**config.mk**
```make
export PLATFORM = sky130hd
export DESIGN_NAME = mem_stage_flat
export DESIGN_NICKNAME = d
export VERILOG_FILES = /design/src/rtl/mem_stage_pkg.sv /design/src/rtl/mem_stage_if.sv /design/src/rtl/mem_lsu_align.sv /design/src/rtl/mem_stage.sv /design/src/flat_wrapper.sv
export SDC_FILE = /design/constraint.sdc
export NUM_CORES = 1
export LEC_CHECK = 0
export ABC_AREA = 1
export CORE_MARGIN = 2
export CORE_UTILIZATION = 43
export CTS_CLUSTER_SIZE = 10
export DETAILED_ROUTE_END_ITERATION = 6
export PLACE_DENSITY = 0.77
export REMOVE_ABC_BUFFERS = 1
export SLEW_MARGIN = 20
export SYNTH_ARGS = -nofsm -noshare
export SYNTH_HDL_FRONTEND = slang
export SYNTH_SLANG_ARGS = --single-unit
```
**constraint.sdc**
```tcl
create_clock -name clk -period 2.1 [get_ports clk]
set_clock_uncertainty 0.05 [all_clocks]
set_input_delay 0.42 -clock clk [delete_from_list [all_inputs] [get_ports clk]]
set_output_delay 0.42 -clock clk [all_outputs]
set_load 0.005 [all_outputs]
```
**src/rtl/mem_stage_pkg.sv**
```systemverilog
// Shared types for the RV32 memory-access stage: bundle layouts, access-size encodings, FSM states.
package mem_stage_pkg;

    localparam int EX_DATA_W  = 80;
    localparam int MEM_DATA_W = 74;

    localparam logic [2:0] MODE_B = 3'b001;
    localparam logic [2:0] MODE_H = 3'b010;
    localparam logic [2:0] MODE_W = 3'b100;

    typedef enum logic [1:0] {
        ST_IDLE,
        ST_REQ,
        ST_WAIT,
        ST_DONE
    } state_t;

    typedef struct packed {
        logic        memwrite;
        logic        memread;
        logic        regwrite;
        logic [3:0]  memtoreg;
        logic [2:0]  mem_mode;
        logic        mem_read_us;
        logic [31:0] rdata2;
        logic [4:0]  rd;
        logic [31:0] result;
    } ex_mem_t;

    typedef struct packed {
        logic        regwrite;
        logic [3:0]  memtoreg;
        logic [4:0]  rd;
        logic [31:0] result;
        logic [31:0] load_data;
    } mem_wb_t;

    function automatic logic [31:0] word_addr(input logic [31:0] byte_addr);
        return {byte_addr[31:2], 2'b00};
    endfunction

endpackage

```
**src/rtl/mem_stage_if.sv**
```systemverilog
// Data-memory request/grant/response port; the stage is master, the memory is slave.
interface mem_stage_if;

    logic        req;
    logic        we;
    logic [31:0] addr;
    logic [3:0]  wstrb;
    logic [31:0] wdata;
    logic        gnt;
    logic        rvalid;
    logic [31:0] rdata;

    modport master (output req, we, addr, wstrb, wdata, input gnt, rvalid, rdata);
    modport slave  (input req, we, addr, wstrb, wdata, output gnt, rvalid, rdata);

endinterface

```
**src/rtl/mem_lsu_align.sv**
```systemverilog
// Byte-lane logic: store strobes/replication, misalignment check and load lane extraction/extension.
module mem_lsu_align
    import mem_stage_pkg::*;
(
    input  logic [2:0]  mode,
    input  logic [1:0]  addr_lo,
    input  logic        read_us,
    input  logic [31:0] store_data,
    input  logic [31:0] rdata,
    output logic [3:0]  wstrb,
    output logic [31:0] wdata,
    output logic        misalign,
    output logic [31:0] load_data
);

    logic [7:0]  byte_lane;
    logic [15:0] half_lane;

    always_comb begin
        case (addr_lo)
            2'd0:    byte_lane = rdata[7:0];
            2'd1:    byte_lane = rdata[15:8];
            2'd2:    byte_lane = rdata[23:16];
            default: byte_lane = rdata[31:24];
        endcase
        half_lane = addr_lo[1] ? rdata[31:16] : rdata[15:0];
    end

    // NOTE: every output gets a default first so no path through the case infers a latch.
    always_comb begin
        wstrb     = 4'b1111;
        wdata     = store_data;
        misalign  = |addr_lo;
        load_data = rdata;
        case (mode)
            MODE_B: begin
                wstrb     = 4'b0001 << addr_lo;
                wdata     = {4{store_data[7:0]}};
                misalign  = 1'b0;
                load_data = {{24{byte_lane[7] & ~read_us}}, byte_lane};
            end
            MODE_H: begin
                wstrb     = 4'b0011 << {addr_lo[1], 1'b0};
                wdata     = {2{store_data[15:0]}};
                misalign  = addr_lo[0];
                load_data = {{16{half_lane[15] & ~read_us}}, half_lane};
            end
            default: ;
        endcase
    end

endmodule

```
**src/rtl/mem_stage.sv**
```systemverilog
// RV32 MEM stage: captures the EX bundle, runs one data-memory access at a time and presents MEM->WB.
module mem_stage
    import mem_stage_pkg::*;
#(
    parameter int TIMEOUT = 256
) (
    input  logic                  clk,
    input  logic                  rst,
    input  logic [EX_DATA_W-1:0]  ex_mem_data,
    input  logic                  in_valid,
    output logic                  in_ready,
    mem_stage_if.master           dmem,
    output logic [MEM_DATA_W-1:0] mem_wb_data,
    output logic                  out_valid,
    input  logic                  out_ready,
    output logic                  mem_misalign,
    output logic                  mem_err
);

    localparam int WD_W = (TIMEOUT > 2) ? $clog2(TIMEOUT) : 1;

    state_t         state, state_n;
    ex_mem_t        ex_in, ex_q;
    mem_wb_t        wb;
    logic [31:0]    load_data_q;
    logic [WD_W-1:0] wd;

    logic        req_q, we_q;
    logic [31:0] addr_q, wdata_q;
    logic [3:0]  wstrb_q;
    logic        misalign_q, err_q;

    logic        in_access, accept, mem_op_in, start_req, drop;
    logic        done_ok, load_done, wd_hit, timeout_fire;

    logic [2:0]  al_mode;
    logic [1:0]  al_addr_lo;
    logic        al_read_us, al_misalign;
    logic [31:0] al_store_data, al_wdata, al_load;
    logic [3:0]  al_wstrb;

    assign ex_in     = ex_mem_t'(ex_mem_data);
    assign in_access = (state == ST_REQ) || (state == ST_WAIT);
    assign in_ready  = (state == ST_IDLE) || ((state == ST_DONE) && out_ready);
    assign accept    = in_valid && in_ready;
    assign out_valid = (state == ST_DONE);

    // While an access is in flight the aligner looks at the captured bundle (load extraction);
    // otherwise it looks at the incoming bundle (strobes and misalignment at accept time).
    assign al_mode       = in_access ? ex_q.mem_mode      : ex_in.mem_mode;
    assign al_addr_lo    = in_access ? ex_q.result[1:0]   : ex_in.result[1:0];
    assign al_read_us    = in_access ? ex_q.mem_read_us   : ex_in.mem_read_us;
    assign al_store_data = in_access ? ex_q.rdata2        : ex_in.rdata2;

    mem_lsu_align u_align (
        .mode       (al_mode),
        .addr_lo    (al_addr_lo),
        .read_us    (al_read_us),
        .store_data (al_store_data),
        .rdata      (dmem.rdata),
        .wstrb      (al_wstrb),
        .wdata      (al_wdata),
        .misalign   (al_misalign),
        .load_data  (al_load)
    );

    assign mem_op_in = ex_in.memread || ex_in.memwrite;
    assign start_req = accept && mem_op_in && !al_misalign;
    assign drop      = accept && mem_op_in && al_misalign;

    // A store finishes on grant; a load needs its data, which may arrive with the grant.
    assign done_ok   = ((state == ST_REQ) && dmem.gnt && (ex_q.memwrite || dmem.rvalid)) ||
                       ((state == ST_WAIT) && dmem.rvalid);
    assign load_done = done_ok && ex_q.memread && !ex_q.memwrite;

    assign wd_hit       = (TIMEOUT != 0) && (wd == WD_W'(TIMEOUT - 1));
    assign timeout_fire = in_access && wd_hit && !done_ok;

    always_comb begin
        state_n = state;
        case (state)
            ST_IDLE, ST_DONE: begin
                if (accept)
                    state_n = start_req ? ST_REQ : ST_DONE;
                else if (state == ST_DONE && out_ready)
                    state_n = ST_IDLE;
            end
            ST_REQ: begin
                if (done_ok || timeout_fire)
                    state_n = ST_DONE;
                else if (dmem.gnt)
                    state_n = ST_WAIT;
            end
            ST_WAIT: begin
                if (done_ok || timeout_fire)
                    state_n = ST_DONE;
            end
            default: state_n = ST_IDLE;
        endcase
    end

    // NOTE: the bundle register is reset along with control so WB sees all-zero data after reset.
    always_ff @(posedge clk) begin
        if (rst) begin
            state       <= ST_IDLE;
            ex_q        <= '0;
            load_data_q <= '0;
            wd          <= '0;
            req_q       <= 1'b0;
            we_q        <= 1'b0;
            addr_q      <= '0;
            wstrb_q     <= '0;
            wdata_q     <= '0;
            misalign_q  <= 1'b0;
            err_q       <= 1'b0;
        end else begin
            state      <= state_n;
            misalign_q <= drop;
            err_q      <= timeout_fire;
            if (accept) begin
                ex_q          <= ex_in;
                ex_q.regwrite <= ex_in.regwrite && !drop;
                load_data_q   <= '0;
                wd            <= '0;
                if (start_req) begin
                    req_q   <= 1'b1;
                    we_q    <= ex_in.memwrite;
                    addr_q  <= word_addr(ex_in.result);
                    wstrb_q <= ex_in.memwrite ? al_wstrb : 4'b0000;
                    wdata_q <= ex_in.memwrite ? al_wdata : 32'h0;
                end
            end else if (in_access) begin
                wd <= wd + 1'b1;
                if (load_done)
                    load_data_q <= al_load;
                if (((state == ST_REQ) && dmem.gnt) || timeout_fire)
                    req_q <= 1'b0;
                if (timeout_fire)
                    ex_q.regwrite <= 1'b0;
            end
        end
    end

    assign dmem.req   = req_q;
    assign dmem.we    = we_q;
    assign dmem.addr  = addr_q;
    assign dmem.wstrb = wstrb_q;
    assign dmem.wdata = wdata_q;

    assign wb = '{regwrite:  ex_q.regwrite,
                  memtoreg:  ex_q.memtoreg,
                  rd:        ex_q.rd,
                  result:    ex_q.result,
                  load_data: load_data_q};

    assign mem_wb_data  = wb;
    assign mem_misalign = misalign_q;
    assign mem_err      = err_q;

endmodule

```
**src/flat_wrapper.sv**
```systemverilog
// flat-port wrapper written by rule: the top's interface ports become plain ports
module mem_stage_flat import mem_stage_pkg::*;
#(
    parameter int TIMEOUT = 256
)
  (clk, rst, ex_mem_data, in_valid, in_ready, mem_wb_data, out_valid, out_ready, mem_misalign, mem_err, dmem_req, dmem_we, dmem_addr, dmem_wstrb, dmem_wdata, dmem_gnt, dmem_rvalid, dmem_rdata);
  mem_stage_if dmem_i ();
  input  logic clk;
  input  logic rst;
  input  logic [EX_DATA_W-1:0] ex_mem_data;
  input  logic in_valid;
  output logic in_ready;
  output logic [MEM_DATA_W-1:0] mem_wb_data;
  output logic out_valid;
  input  logic out_ready;
  output logic mem_misalign;
  output logic mem_err;
  output wire logic [$bits(dmem_i.req)-1:0] dmem_req;
  output wire logic [$bits(dmem_i.we)-1:0] dmem_we;
  output wire logic [$bits(dmem_i.addr)-1:0] dmem_addr;
  output wire logic [$bits(dmem_i.wstrb)-1:0] dmem_wstrb;
  output wire logic [$bits(dmem_i.wdata)-1:0] dmem_wdata;
  input wire logic [$bits(dmem_i.gnt)-1:0] dmem_gnt;
  input wire logic [$bits(dmem_i.rvalid)-1:0] dmem_rvalid;
  input wire logic [$bits(dmem_i.rdata)-1:0] dmem_rdata;
  assign dmem_req = dmem_i.req;
  assign dmem_we = dmem_i.we;
  assign dmem_addr = dmem_i.addr;
  assign dmem_wstrb = dmem_i.wstrb;
  assign dmem_wdata = dmem_i.wdata;
  assign dmem_i.gnt = dmem_gnt;
  assign dmem_i.rvalid = dmem_rvalid;
  assign dmem_i.rdata = dmem_rdata;
  mem_stage #(.TIMEOUT(TIMEOUT)) u_core (.clk(clk), .rst(rst), .ex_mem_data(ex_mem_data), .in_valid(in_valid), .in_ready(in_ready), .dmem(dmem_i), .mem_wb_data(mem_wb_data), .out_valid(out_valid), .out_ready(out_ready), .mem_misalign(mem_misalign), .mem_err(mem_err));
endmodule
```
==> results.py, run 1 <==
metrics = {
    "layout": {
        "final_layout_size_suffix_gt1_frac": 0.162,
        "fin_cells": 1867,
        "antenna_cells": 0,
        "regArea_um2": 3850,
        "fill_cells": 1749,
        "multi_input_area_um2": 4580,
        "finalCoreUtilization": 0.652,
        "area_growth_syn_to_layout_pct": 50.1,
        "nNetsFinal": 1702,
    },
    "synthesis": {
        "yosys-mux-area-fraction": 0.00882,
        "yosys-top-cells-area": "dfxtp_1, nand2_1, nor2_1",
        "yosysMostFrequentCell": "nand2_1",
        "yosysTopAreaCellShare": 0.423,
        "synth-seq-cells": 192,
        "synthDistinctLibCells": 33,
        "synthSimpleGateAreaFrac": 0.288,
        "synth_compound_area_frac": 0.148,
        "synthXorXnorAreaFrac": 0.00193,
        "synth_area_um2": 9080,
        "yosys.area_share.adder": 0.00689,
        "synth_top_family_by_area": "simple AND/OR/NAND/NOR gates",
        "yosysWarnings": 0,
        "synth_edf_count": 0,
        "yosys-top-cells-count": "nand2_1, nor2_1, dfxtp_1",
        "yosysTopAreaCell": "dfxtp_1",
        "syn_area_per_cell_um2": 6.99,
        "ys_seq_area_frac": 0.423,
        "synthFlopType": "dfxtp_1",
        "async_flop_share": 0,
        "netlist_instances": 1299,
    },
    "critical_path": {
        "cp-end-kind": "register",
        "crit_arrival_ps": 2470,
        "worst-setup-path-type": "reg -> reg",
        "required_ps": 2410,
        "startpoint_type": "register",
        "critical_path.max_fanout": 7,
    },
    "floorplan": {
        "rows": 53,
        "ioPinCount": 266,
        "die_w_um": 149,
        "die_h_um": 149,
        "initial_core_util": 0.435,
        "core_um2": 20900,
        "die-area_um2": 22300,
    },
    "grt": {
        "track_usage": 0.259,
        "grt_start_max_net_pins": 41,
        "antenna_found_initial": 1,
        "grt_pass1_wl_mm": 46.3,
        "grt_pass1_vias": 9086,
        "grt_overflow": 0,
    },
    "pwr": {
        "vdd_ir_drop_max_v": 0.000911,
        "power_density_nw_per_um2": 1320,
        "leakagePower_nw": 5.66,
    },
    "drt": {
        "wl_mm": 31.4,
        "avgViaCountPerCell": 5.30,
        "initialDrtViolationCount": 682,
        "dr.pass1.iters": 5,
        "ant_nets": 0,
        "vias": 9896,
        "wire_per_inst_um": 16.8,
        "drc_errors": 0,
    },
    "clock_tree": {
        "cts.reportedPaths.clkPinSlew_ps": 80,
        "insertion_delay_ps": 440,
        "cts_buffers": 17,
        "cts_tree": "yes",
        "htreeDepth": 4,
        "root_buffer": "clkbuf_16",
        "clock_sinks": 192,
        "postCtsHoldBufs": 0,
        "clockBufferDepth": 2,
    },
    "placed_design": {
        "gp_congestion": 0.915,
        "dp.cells": 1800,
        "hpwl_mm": 20.2,
        "portBuffers": 263,
    },
    "timing": {
        "setup_viol": 24,
        "finalCritPeriodShare": 1.03,
        "slew_viol_final": 0,
        "post-route-min-period_ps": 2160,
        "fmax_mhz": 464,
        "finalWorstSetupSlack_ps": -56.4,
        "rsz0062_at_grt": "yes",
        "hold_violations": 0,
    },
    "job": {
        "maxCapViolCount": 0,
    },
    "outcome": {
        "violations": "negative setup slack",
        "status": "finished with violations",
    },
    "worst_hold_path": {
        "hold_path.class": "in -> reg",
    },
}
-- where the power goes --
| part | switching [mW] | total, mW | internal [mW] |
|---|---|---|---|
| Combinational | 5.59 | 10.1 | 4.51 |
| Clock | 1.65 | 3.25 | 1.60 |
| Sequential | 0.335 | 4.60 | 4.26 |
-- through the flow --
step / setup WS [ps] / setup TNS [ps] / instance area (µm²) / hold WS (ps) / power (mW)
floorplan: -2390 / -275670 / 8330 / 381 / 8.50
global placement: -246 / -20040 / 12100 / 386 / 12.2
detailed placement: -298 / -22520 / 12100 / 396 / 12.4
CTS: -1.55 / -4.27 / 13000 / 279 / 16.6
global route: -104 / -4320 / 13600 / 296 / 18.9
finish: -56.4 / -320 / 13600 / 302 / 18.0
-- logic make-up after synthesis --
group | Yosys count
other | 1
XOR/XNOR | 2
multiplexers | 8
AND/OR/NAND/NOR | 621
AO/OA/AOI/OAI | 252
buffers and inverters | 218
adder cells (fa/ha/maj) | 5
flip-flops | 192
-- cells in the final DEF, fill, tap and decap left out, types with 3 or more instances in the layout --
| cell | count |
|---|---|
| nand2_2 | 27 |
| nand2_1 | 221 |
| a21oi_1 | 78 |
| nand4_1 | 19 |
| nor2_4 | 7 |
| buf_12 | 12 |
| inv_1 | 81 |
| o211ai_1 | 5 |
| inv_8 | 8 |
| clkinv_4 | 3 |
| ha_1 | 3 |
| o21ai_0 | 107 |
| mux2i_1 | 8 |
| dfxtp_1 | 190 |
| buf_4 | 79 |
| nand2_4 | 14 |
| nand3_1 | 90 |
| clkinvlp_4 | 3 |
| o22ai_1 | 5 |
| clkinv_8 | 3 |
| nor2_1 | 213 |
| o21ai_2 | 7 |
| buf_6 | 13 |
| a21oi_2 | 5 |
| clkdlybuf4s50_1 | 260 |
| nor2_2 | 10 |
| a22o_1 | 17 |
| clkbuf_16 | 23 |
| o21ai_1 | 27 |
| inv_2 | 7 |
| nand3_4 | 12 |
| nand3_2 | 7 |
| buf_8 | 5 |
-- metal layers --
metal  part of all wire  vias up  global-route usage
met5            0.00051        -                   0
met4              0.026        2              0.0838
met3              0.087       77              0.0654
met2               0.49      492               0.440
met1               0.40     4584               0.323
li1                   -     4741                   -
-- critical path, stage by stage, from the launching register on --
cell and delay [ps]:
dfxtp_2 340, inv_2 50, ha_4 290, buf_4 160, inv_4 80, nand2_1 100, nand2_4 160, nand3_4 140
nand3_4 150, buf_6 170, clkbuf_16 170, nand2_1 60, a21oi_1 140
-- final timing paths --
| check | startpoint | to | slack (ps) | cells past startpoint |
|---|---|---|---|---|
| max reg2reg | u_core.state[0] | u_core.dmem.addr[29] | -60 | 12 |
| min | rst | u_core.dmem.addr[8] | 300 | 2 |
| min reg2reg | u_core.ex_q[63] | u_core.ex_q[63] | 400 | 2 |
| max | u_core.state[0] | u_core.dmem.addr[29] | -60 | 12 |
-- sequential cells by signal (all words and copies together) (netlist names) --
register	flops
u_core.dmem.addr	30
u_core.dmem.req	1
u_core.dmem.wdata	32
u_core.dmem.we	1
u_core.dmem.wstrb	4
u_core.ex_q	38
u_core.load_data_q	32
u_core.mem_err	1
u_core.mem_misalign	1
u_core.mem_wb_data	42
u_core.state	2
u_core.wd	8
-- what timing repair did --
action                                  4_1_cts  5_1_grt
endpoints found under the setup margin      105      108
gates cloned                                  6        8
endpoints found under the hold margin         0        0
pin swaps                                    12       50
buffers inserted                             10       13
gates resized for setup                      43      116
-- final cells by class --
cell class	instances	share of cell area
clock buffer	17	0.0312
clock inverter	15	0.0122
inverter	93	0.0272
multi-input combinational	894	0.336
sequential	192	0.282
tap	275	0.0252
timing repair buffer	380	0.285
timing repair inverter	1	0.000459
Note: power is estimated with default switching activity, not from simulation.
==> run 2: changes to the inputs <==
- CAP_MARGIN: default -> 20
- TNS_END_PERCENT: default -> 100
==> results of run 2 <==
The final DEF is identical to that of run 1; final timing and power are the same.
==> run 3: changes to the inputs <==
- CTS_CLUSTER_SIZE: 10 -> 12
- PLACE_DENSITY: 0.77 -> 0.76
- SYNTH_HIERARCHICAL: default -> 1
==> run 3 against run 2 <==
Compared with the run above: the flow still finishes with violations (negative setup slack); cell area down 1.2%; register-to-register slack worse by 50 ps; maximum frequency decreased by 2.4%; sequential share of layout area up 0.33 points; via count shrank 3.1%; synthesized cell count grew 3.5%; sequential power rose by 3%; largest cell class unchanged; highest routed layer is now met4.
==> results.py, run 3 <==
metrics = {
    "floorplan": {
        "core_um2": 21000,
        "die-area_um2": 22500,
        "die_h_um": 150,
        "ioPinCount": 266,
        "rows": 53,
        "initial_core_util": 0.438,
        "die_w_um": 150,
    },
    "timing": {
        "post-route-min-period_ps": 2210,
        "rsz0062_at_grt": "yes",
        "relSlewSlack": 0.597,
        "setup_viol": 76,
        "finalWorstSetupSlack_ps": -109,
        "worst_slew_pin_slew_ps": 604,
        "hold_violations": 0,
        "slew_viol_final": 0,
        "fmax_mhz": 453,
        "finalCritPeriodShare": 1.05,
        "holdWs_ps": 232,
    },
    "critical_path": {
        "crit_arrival_ps": 2450,
        "startpoint_type": "register",
        "reg2reg_from": "u_core/state[1]",
        "required_ps": 2340,
        "worst-setup-path-type": "reg -> reg",
        "critical_path.max_fanout": 8,
        "cp-end-kind": "register",
        "crit_start": "u_core/state[1]",
    },
    "clock_tree": {
        "clock_sinks": 192,
        "cts.reportedPaths.clkPinSlew_ps": 80,
        "clockBufferDepth": 2,
        "postCtsHoldBufs": 0,
        "cts_tree": "yes",
        "cts_buffers": 17,
        "root_buffer": "clkbuf_16",
        "htreeDepth": 4,
        "insertion_delay_ps": 430,
    },
    "drt": {
        "initialDrtViolationCount": 490,
        "vias": 9587,
        "wl_mm": 30.4,
        "drc_errors": 0,
        "dr.pass1.iters": 5,
        "wire_per_inst_um": 16.2,
        "avgViaCountPerCell": 5.12,
        "ant_nets": 0,
    },
    "grt": {
        "grt_pass1_wl_mm": 47.0,
        "antenna_found_initial": 0,
        "grt_overflow": 0,
        "grt_pass1_vias": 9176,
        "track_usage": 0.263,
        "grt_start_max_net_pins": 80,
    },
    "synthesis": {
        "netlist_instances": 1344,
        "yosys-top-cells-area": "dfxtp_1, nand2_1, nor2_1",
        "synth-seq-cells": 192,
        "syn_area_per_cell_um2": 6.83,
        "async_flop_share": 0,
        "synthDistinctLibCells": 40,
        "synth_area_um2": 9170,
        "synthFlopType": "dfxtp_1",
        "yosysWarnings": 6,
        "yosysTopAreaCellShare": 0.419,
        "yosys-top-cells-count": "nand2_1, nor2_1, dfxtp_1",
        "ys_seq_area_frac": 0.419,
        "synth_edf_count": 0,
        "yosysTopAreaCell": "dfxtp_1",
        "yosysMostFrequentCell": "nand2_1",
    },
    "placed_design": {
        "hpwl_mm": 20.1,
        "gp_congestion": 0.866,
        "portBuffers": 263,
    },
    "layout": {
        "antenna_cells": 0,
        "fill_cells": 1801,
        "area_growth_syn_to_layout_pct": 46.8,
        "finalCoreUtilization": 0.643,
        "layout_common_cells": "nand2_1, clkdlybuf4s50_1, nor2_1, dfxtp_1, o21ai_0",
        "largest_reg_flops": 42,
        "layout_commonest_cell": "nand2_1",
        "final_layout_size_suffix_gt1_frac": 0.163,
        "nNetsFinal": 1706,
    },
    "worst_hold_path": {
        "hold_path.class": "in -> reg",
        "worstHoldStart": "rst",
    },
    "outcome": {
        "violations": "negative setup slack",
        "status": "finished with violations",
    },
    "job": {
        "maxCapViolCount": 0,
    },
    "pwr": {
        "vdd_ir_drop_max_v": 0.000908,
        "power_density_nw_per_um2": 1250,
        "leakagePower_nw": 5.78,
    },
}
run 3: cell types whose count changed in the layout (fill, tap and decap cells not counted), sizes merged, moves of 4 or more:
cell / before / now
a21oi: 83 / 79
nor2: 230 / 252
o21ai: 141 / 126
a22o: 17 / 0
mux2i: 8 / 0
inv: 99 / 42
o211ai: 5 / 1
nand2: 264 / 415
nand4: 19 / 1
buf: 112 / 85
clkinv: 7 / 12
o22ai: 5 / 1
nand3: 109 / 83
run 3: area by class of cell:
class,count,area [µm²],share of cell area
flip-flops and latches,192,3850,0.286
clock buffers,18,439,0.0326
repair buffers,352,3740,0.278
clock inverters,14,168,0.0124
inverters,41,171,0.0127
multi-input cells,979,4760,0.354
well taps,275,344,0.0255
run 3: what timing repair did:
action | 4_1_cts | 5_1_grt
gates resized for setup | 57 | 76
gates cloned | 5 | 6
pin swaps | 4 | 48
setup endpoints to repair | 105 | 107
setup buffers | 9 | 4
run 3: final timing paths:
path                     endpoint  slack (ps)  cells past startpoint
max           u_core/dmem.addr[8]        -110                     14
max reg2reg   u_core/dmem.addr[8]        -110                     14
min reg2reg  u_core/dmem.addr[17]         410                      2
min          u_core/dmem.wdata[3]         230                      2
run 3: power by group:
group	switching (mW)	internal [mW]
Clock	1.64	1.64
Sequential	0.375	4.35
Combinational	4.86	4.02
Total	6.88	10.0
run 3: cell families after synthesis:
group | Yosys count | share of synthesized area
adder cells (fa/ha/maj) | 5 | 0.00682
AND/OR/NAND/NOR | 761 | 0.352
AO/OA/AOI/OAI | 210 | 0.116
flip-flops | 192 | 0.419
other | 1 | 0.000409
buffers and inverters | 174 | 0.105
XOR/XNOR | 1 | 0.000955
run 3: worst max-delay path, cell delays in order, from the launching register on:
cell and delay (ps):
dfxtp_2 340, inv_2 50, ha_4 320, inv_6 70, nand2_2 80, nand2_4 70, nand3b_4 190, inv_2 90
nand2_2 60, a21oi_4 200, inv_4 80, buf_12 150, clkbuf_16 170, nand3_1 80, a21oi_1 70
run 3: through the flow:
| step | instance area (µm²) | power (mW) | std cells | setup TNS [ps] | worst slack, ps |
|---|---|---|---|---|---|
| floorplan | 8370 | 8.38 | 1212 | -369900 | -3090 |
| global placement | 12100 | 12.0 | 1820 | -17380 | -232 |
| detailed placement | 12100 | 12.1 | 1820 | -22780 | -333 |
| CTS | 13100 | 16.4 | 1865 | -1520 | -48.4 |
| global route | 13500 | 17.9 | 1871 | -14490 | -199 |
| finish | 13500 | 16.9 | 1871 | -4420 | -109 |
run 3: per-layer routing:
| layer | global-route usage | vias to the layer above | share of wire | wire (µm) |
|---|---|---|---|---|
| met2 | 0.451 | 394 | 0.48 | 14700 |
| li1 | - | 4678 | - | - |
| met5 | 0 | - | 0 | 0 |
| met3 | 0.0796 | 49 | 0.093 | 2820 |
| met1 | 0.316 | 4466 | 0.40 | 12200 |
| met4 | 0.0807 | 0 | 0.023 | 694 |
